==> src/rtl/clk_ratio_meter_pkg.sv <==
// Shared types and helpers for the divided-clock ratio meter.
package clk_ratio_meter_pkg;

  typedef enum logic {
    SEEK    = 1'b0,
    MEASURE = 1'b1
  } meter_state_t;

  localparam int unsigned DEF_CNT_W = 16;

  // All-ones pattern; the top slices its own CNT_W-wide saturation value from it.
  localparam logic [63:0] CNT_SAT_ALL = '1;

  function automatic int unsigned lock_cnt_w(input int unsigned lock_cnt);
    return $clog2(lock_cnt + 1);
  endfunction

endpackage

==> src/rtl/sync_edge_det.sv <==
// Multi-flop synchronizer followed by an edge-detect register.
module sync_edge_det #(
  parameter int SYNC_STAGES = 2
) (
  input  logic i_clk,
  input  logic i_rst_n,
  input  logic i_async,
  output logic o_level,
  output logic o_rise,
  output logic o_fall
);

  logic [SYNC_STAGES-1:0] sync_q;
  logic                   prev_q;

  always_ff @(posedge i_clk or negedge i_rst_n) begin
    if (!i_rst_n) begin
      sync_q <= '0;
      prev_q <= 1'b0;
    end else begin
      sync_q <= {sync_q[SYNC_STAGES-2:0], i_async};
      prev_q <= sync_q[SYNC_STAGES-1];
    end
  end

  assign o_level = sync_q[SYNC_STAGES-1];
  assign o_rise  = o_level & ~prev_q;
  assign o_fall  = ~o_level & prev_q;

endmodule

==> src/rtl/clk_ratio_meter.sv <==
// Measures period and high time of a divided clock in i_clk cycles and flags lock.
module clk_ratio_meter
  import clk_ratio_meter_pkg::*;
#(
  parameter int CNT_W       = DEF_CNT_W,
  parameter int SYNC_STAGES = 2,
  parameter int LOCK_CNT    = 4
) (
  input  logic             i_clk,
  input  logic             i_rst_n,
  input  logic             i_div_clk,
  input  logic             i_clear,
  output logic [CNT_W-1:0] o_period,
  output logic [CNT_W-1:0] o_high,
  output logic             o_valid,
  output logic             o_locked,
  output logic             o_timeout
);

  localparam int               LW       = lock_cnt_w(LOCK_CNT);
  localparam logic [CNT_W-1:0] SAT      = CNT_SAT_ALL[CNT_W-1:0];
  localparam logic [CNT_W-1:0] SAT_M1   = SAT - 1'b1;
  localparam logic [LW-1:0]    LOCK_MAX = LW'(LOCK_CNT);

  logic level, rise, fall;

  sync_edge_det #(.SYNC_STAGES(SYNC_STAGES)) u_sync (
    .i_clk   (i_clk),
    .i_rst_n (i_rst_n),
    .i_async (i_div_clk),
    .o_level (level),
    .o_rise  (rise),
    .o_fall  (fall)
  );

  meter_state_t     state_q, state_d;
  logic [CNT_W-1:0] per_q, high_q;
  logic [CNT_W-1:0] period_q, high_out_q;
  logic             hi_run_q;
  logic [LW-1:0]    lock_q, lock_nxt;
  logic             valid_q, locked_q, timeout_q;
  logic             capture, sat_hit;

  always_ff @(posedge i_clk or negedge i_rst_n) begin
    if (!i_rst_n) state_q <= SEEK;
    else          state_q <= state_d;
  end

  always_comb begin
    state_d = state_q;
    if (i_clear) begin
      state_d = SEEK;
    end else begin
      case (state_q)
        SEEK:    if (rise) state_d = MEASURE;
        MEASURE: if (!rise && per_q == SAT_M1) state_d = SEEK;
        default: state_d = SEEK;
      endcase
    end
  end

  // Capture / saturation strobes and the lock count a capture would produce.
  always_comb begin
    capture  = 1'b0;
    sat_hit  = 1'b0;
    lock_nxt = LW'(1);
    if (!i_clear && state_q == MEASURE) begin
      capture = rise;
      sat_hit = !rise && per_q == SAT_M1;
    end
    if (per_q == period_q)
      lock_nxt = (lock_q == LOCK_MAX) ? LOCK_MAX : lock_q + 1'b1;
  end

  always_ff @(posedge i_clk or negedge i_rst_n) begin
    if (!i_rst_n) begin
      per_q      <= '0;
      high_q     <= '0;
      period_q   <= '0;
      high_out_q <= '0;
      hi_run_q   <= 1'b0;
      lock_q     <= '0;
      valid_q    <= 1'b0;
      locked_q   <= 1'b0;
      timeout_q  <= 1'b0;
    end else begin
      valid_q <= capture;
      if (i_clear) begin
        per_q     <= '0;
        high_q    <= '0;
        hi_run_q  <= 1'b0;
        lock_q    <= '0;
        locked_q  <= 1'b0;
        timeout_q <= 1'b0;
      end else if (state_q == SEEK) begin
        // First rise only arms the counters; nothing is reported for it.
        per_q    <= rise ? CNT_W'(1) : '0;
        high_q   <= rise ? CNT_W'(1) : '0;
        hi_run_q <= rise;
      end else if (capture) begin
        period_q   <= per_q;
        high_out_q <= high_q;
        per_q      <= CNT_W'(1);
        high_q     <= CNT_W'(1);
        hi_run_q   <= 1'b1;
        lock_q     <= lock_nxt;
        locked_q   <= (lock_nxt == LOCK_MAX);
      end else if (sat_hit) begin
        per_q     <= SAT;
        timeout_q <= 1'b1;
        locked_q  <= 1'b0;
        lock_q    <= '0;
      end else begin
        per_q <= per_q + 1'b1;
        if (level && hi_run_q) high_q <= high_q + 1'b1;
        if (fall) hi_run_q <= 1'b0;
      end
    end
  end

  assign o_period  = period_q;
  assign o_high    = high_out_q;
  assign o_valid   = valid_q;
  assign o_locked  = locked_q;
  assign o_timeout = timeout_q;

endmodule

==> config.mk <==
export PLATFORM = sky130hd
export DESIGN_NAME = clk_ratio_meter
export DESIGN_NICKNAME = d
export VERILOG_FILES = /design/src/rtl/clk_ratio_meter_pkg.sv /design/src/rtl/sync_edge_det.sv /design/src/rtl/clk_ratio_meter.sv
export SDC_FILE = /design/constraint.sdc
export NUM_CORES = 1
export LEC_CHECK = 0
export BUFFER_PORTS_ARGS = -buffer_cell sky130_fd_sc_hd__buf_2
export CORE_ASPECT_RATIO = 1.4
export CORE_MARGIN = 5
export CORE_UTILIZATION = 50
export DETAILED_ROUTE_END_ITERATION = 7
export HOLD_SLACK_MARGIN = 0.08
export PLACE_DENSITY = 0.69
export SLEW_MARGIN = 5
export SYNTH_ARGS = -nofsm -noshare
export SYNTH_HDL_FRONTEND = slang
export SYNTH_SLANG_ARGS = --single-unit
==> constraint.sdc <==
create_clock -name i_clk -period 2.42 [get_ports i_clk]
set_input_delay 0.242 -clock i_clk [delete_from_list [all_inputs] [get_ports i_clk]]
set_output_delay 0.242 -clock i_clk [all_outputs]
set_load 0.1 [all_outputs]
==> flow_metrics.env <==
export IMPL_status="finished, final reports clean"
export IMPL_grt_pass1_wl_um=13400
export IMPL_area_growth_pct=13.0
export IMPL_seq_area_frac_synth_pct=51.9
export IMPL_cts_resized=0
export IMPL_place_ws_ns=0.248
export IMPL_fmax_ghz=0.469
export IMPL_port_buffers=38
export IMPL_synth_top_area_cell="dfrtp_1"
export IMPL_ant_nets=0
export IMPL_synth_area_mm2=0.00361
export IMPL_required_ns=2.70
export IMPL_hpwl_um=5120
export IMPL_max_slew_margin_rel_pct=38.4
export IMPL_initial_utilization_pct=51.4
export IMPL_die_area_mm2=0.00905
export IMPL_path_class="flip-flop to flip-flop"
export IMPL_drtIter0Drc=181
export IMPL_ys_ff_latch=75
export IMPL_cp_slowest_cell="or4_4"
export IMPL_wl_per_cell_um=15.5
export IMPL_clkTransAtPathRegs_ns=0.08
export IMPL_die_w_um=81.8
export IMPL_swShare_pct=23.6
export IMPL_fp_dieH_um=111
export IMPL_reg2reg_from="per_q[4]"
export IMPL_grt_max_degree=76
export IMPL_placed_cell_area_mm2=0.00385
export IMPL_fillCellCount=632
export IMPL_hold_viol_final=0
export IMPL_drive_gt1_share_pct=21.0
export IMPL_viasPerCell=5.45
export IMPL_netSwitchingPower_uw=586
export IMPL_diodes=0
export IMPL_yosys_warnings=0
export IMPL_cts_buffers=9
export IMPL_path_max_fanout=5
export IMPL_core_mm2=0.00703
export IMPL_powerDensity_mw_per_mm2=609
export IMPL_fin_worst_skew_ns=0.0108
export IMPL_seq_power_share_pct=51.7
export IMPL_htreeDepth=3
export IMPL_setup_viol=0
export IMPL_synth_avg_cell_area_um2=10.2
export IMPL_hold_path_class="primary input to flip-flop"
export IMPL_worstSetupStartpointType="flip-flop"
export IMPL_synth_edf_count=0
export IMPL_syn_inst=355
export IMPL_synthFlopType="dfrtp_1"
export IMPL_ir_drop_mv=0.525
export IMPL_seq_area_mm2=0.00188
export IMPL_multi_input_area_mm2=0.00159
export IMPL_rows=36
export IMPL_min_path_cells=2
export IMPL_finalSetupTns_ns=0
export IMPL_yosys_top_cells_area="dfrtp_1, nand2_1, xor2_1, mux2_2, a21oi_1"
export IMPL_final_area_mm2=0.00408
export IMPL_drc_errors=0
export IMPL_rsz0062_at_grt="false"
export IMPL_synth_fp_nets=364
export IMPL_yosys_cell_types_count=46
export IMPL_layout_setup_ws_ns=0.286
export IMPL_synth_most_common_cell="dfrtp_1"
export IMPL_vias=2670
export IMPL_r2r_cells=5
export IMPL_path_cells="xor2_1 -> nor4_1 -> nand4_1 -> or4_4 -> o31ai_2"
export IMPL_power_frac_clock_pct=42.4
export IMPL_cts_tree="done"
export IMPL_clkLatencyLatePin_ns=0.36
export IMPL_min_delay_start="i_clear"
export IMPL_tightest_slew_ns=0.924
export IMPL_clockBufferDepth=2
export IMPL_synthTopCellsByCount="dfrtp_1, nand2_1, a21oi_1"
export IMPL_antenna_found_initial=0
export IMPL_crit_arrival_ns=2.42
export IMPL_holdPathEnd="hi_run_q"
export IMPL_cts_sinks=75
export IMPL_max_stage_delay_ns=0.59
export IMPL_yosys_area_top_type_share_pct=51.9
export IMPL_rr_endpoint="o_locked"
export IMPL_pwr_share_comb_pct=5.9
export IMPL_fin_nets=400
export IMPL_cts_root_buf="clkbuf_8"
export IMPL_max_cap_viol_count=0
export IMPL_first_global_vias=2744
export IMPL_async_reset_ff_share_pct=100
export IMPL_routed_wl_um=7580
export IMPL_period_share_pct=88.2
export IMPL_p_leak_uw=0.00200
export IMPL_slew_viol_final=0
export IMPL_grt_ovfl_total=0
export IMPL_rrSetupSlack_ns=0.29
export IMPL_critPathBufInv=0
export IMPL_cp_top_family="simple AND/OR/NAND/NOR gates"
export IMPL_track_usage_pct=18.9
export IMPL_routabilityCongestion=0.843
export IMPL_cp_end_kind="flip-flop"
export IMPL_cts_setup_buffers=0
export IMPL_pin_count=39
export IMPL_p_int_uw=1900
export IMPL_fin_crit_ns=2.13
export IMPL_drt_pre_antenna_iters=4
power by group through the flow:
| stage | clock, uW | combinational (uW) | sequential, uW |
|---|---|---|---|
| floorplan | 0 | 63.6 | 1340 |
| global placement | 0 | 144 | 1310 |
| detailed placement | 0 | 146 | 1310 |
| CTS | 1080 | 150 | 1280 |
| global route | 1130 | 165 | 1290 |
| finish | 1050 | 147 | 1280 |
cells in the final DEF, fill, tap and decap left out, drive strengths merged, types with 10 or more instances in the layout:
cell | netlist | routed
nand2 | 63 | 63
o21ai | 16 | 16
nand3 | 12 | 12
inv | 11 | 11
nor2 | 15 | 15
a21oi | 27 | 27
buf | 13 | 42
clkbuf | 6 | 10
dfrtp | 75 | 75
xor2 | 25 | 25
mux2 | 15 | 15
state kept, by name (all words and copies together), names as in the netlist:
signal and flops:
o_valid 1, o_high 16, u_sync.prev_q 1, o_locked 1, lock_q 3, hi_run_q 1, state_q 1, u_sync.sync_q 2
o_period 16, o_timeout 1, high_q 16, per_q 16
kinds of logic after synthesis:
logic type / synth area share, %
AOI/OAI and AO/OA: 10.5
xor gates and xnor gates: 8.00
adders and majority gates: 1.73
buffers and inverters: 4.19
DFF: 51.9
muxes: 4.67
and+or+nand+nor: 19.0
stage by stage:
step | hold slack [ns] | utilization (%) | std cells | total power (uW)
2_1_floorplan | -0.0536 | - | 355 | 1400
3_3_place_gp | 0.334 | 54.8 | 473 | 1450
3_5_place_dp | 0.336 | 54.8 | 473 | 1450
4_1_cts | 0.151 | 58.1 | 490 | 2510
5_1_grt | 0.162 | 58.1 | 490 | 2580
6_report | 0.154 | 58.1 | 490 | 2480
layout make-up:
cell class / instances / share of cell area [%]
repair buffers: 44 / 5.95
inverters: 11 / 1.01
clock buffers: 10 / 3.37
multi-input cells: 250 / 38.9
flip-flops and latches: 75 / 46.0
well taps: 95 / 2.91
clock inverters: 5 / 1.90
how the worst max path moves through the flow:
stage,start,to,slack (ns),cells after the start
global route,per_q[10],hi_run_q,0.12,4
global placement,per_q[4],o_locked,0.28,5
CTS,per_q[4],o_locked,0.23,5
detailed placement,per_q[4],o_locked,0.25,5
floorplan,o_period[8],o_locked,0.09,5
finish,per_q[4],o_locked,0.29,5
per-layer routing:
metal	vias up	track usage [%]	wire length (um)
met1	1302	23.6	3170
met4	0	9.65	214
met5	-	0	0
met2	52	30.5	3900
met3	14	3.42	297
li1	1302	-	-
what timing repair did:
item                                   CTS  global route
hold buffers                             2             0
setup endpoints to repair                0             0
endpoints found under the hold margin   76             0
Note: power is estimated with default switching activity, not from simulation.
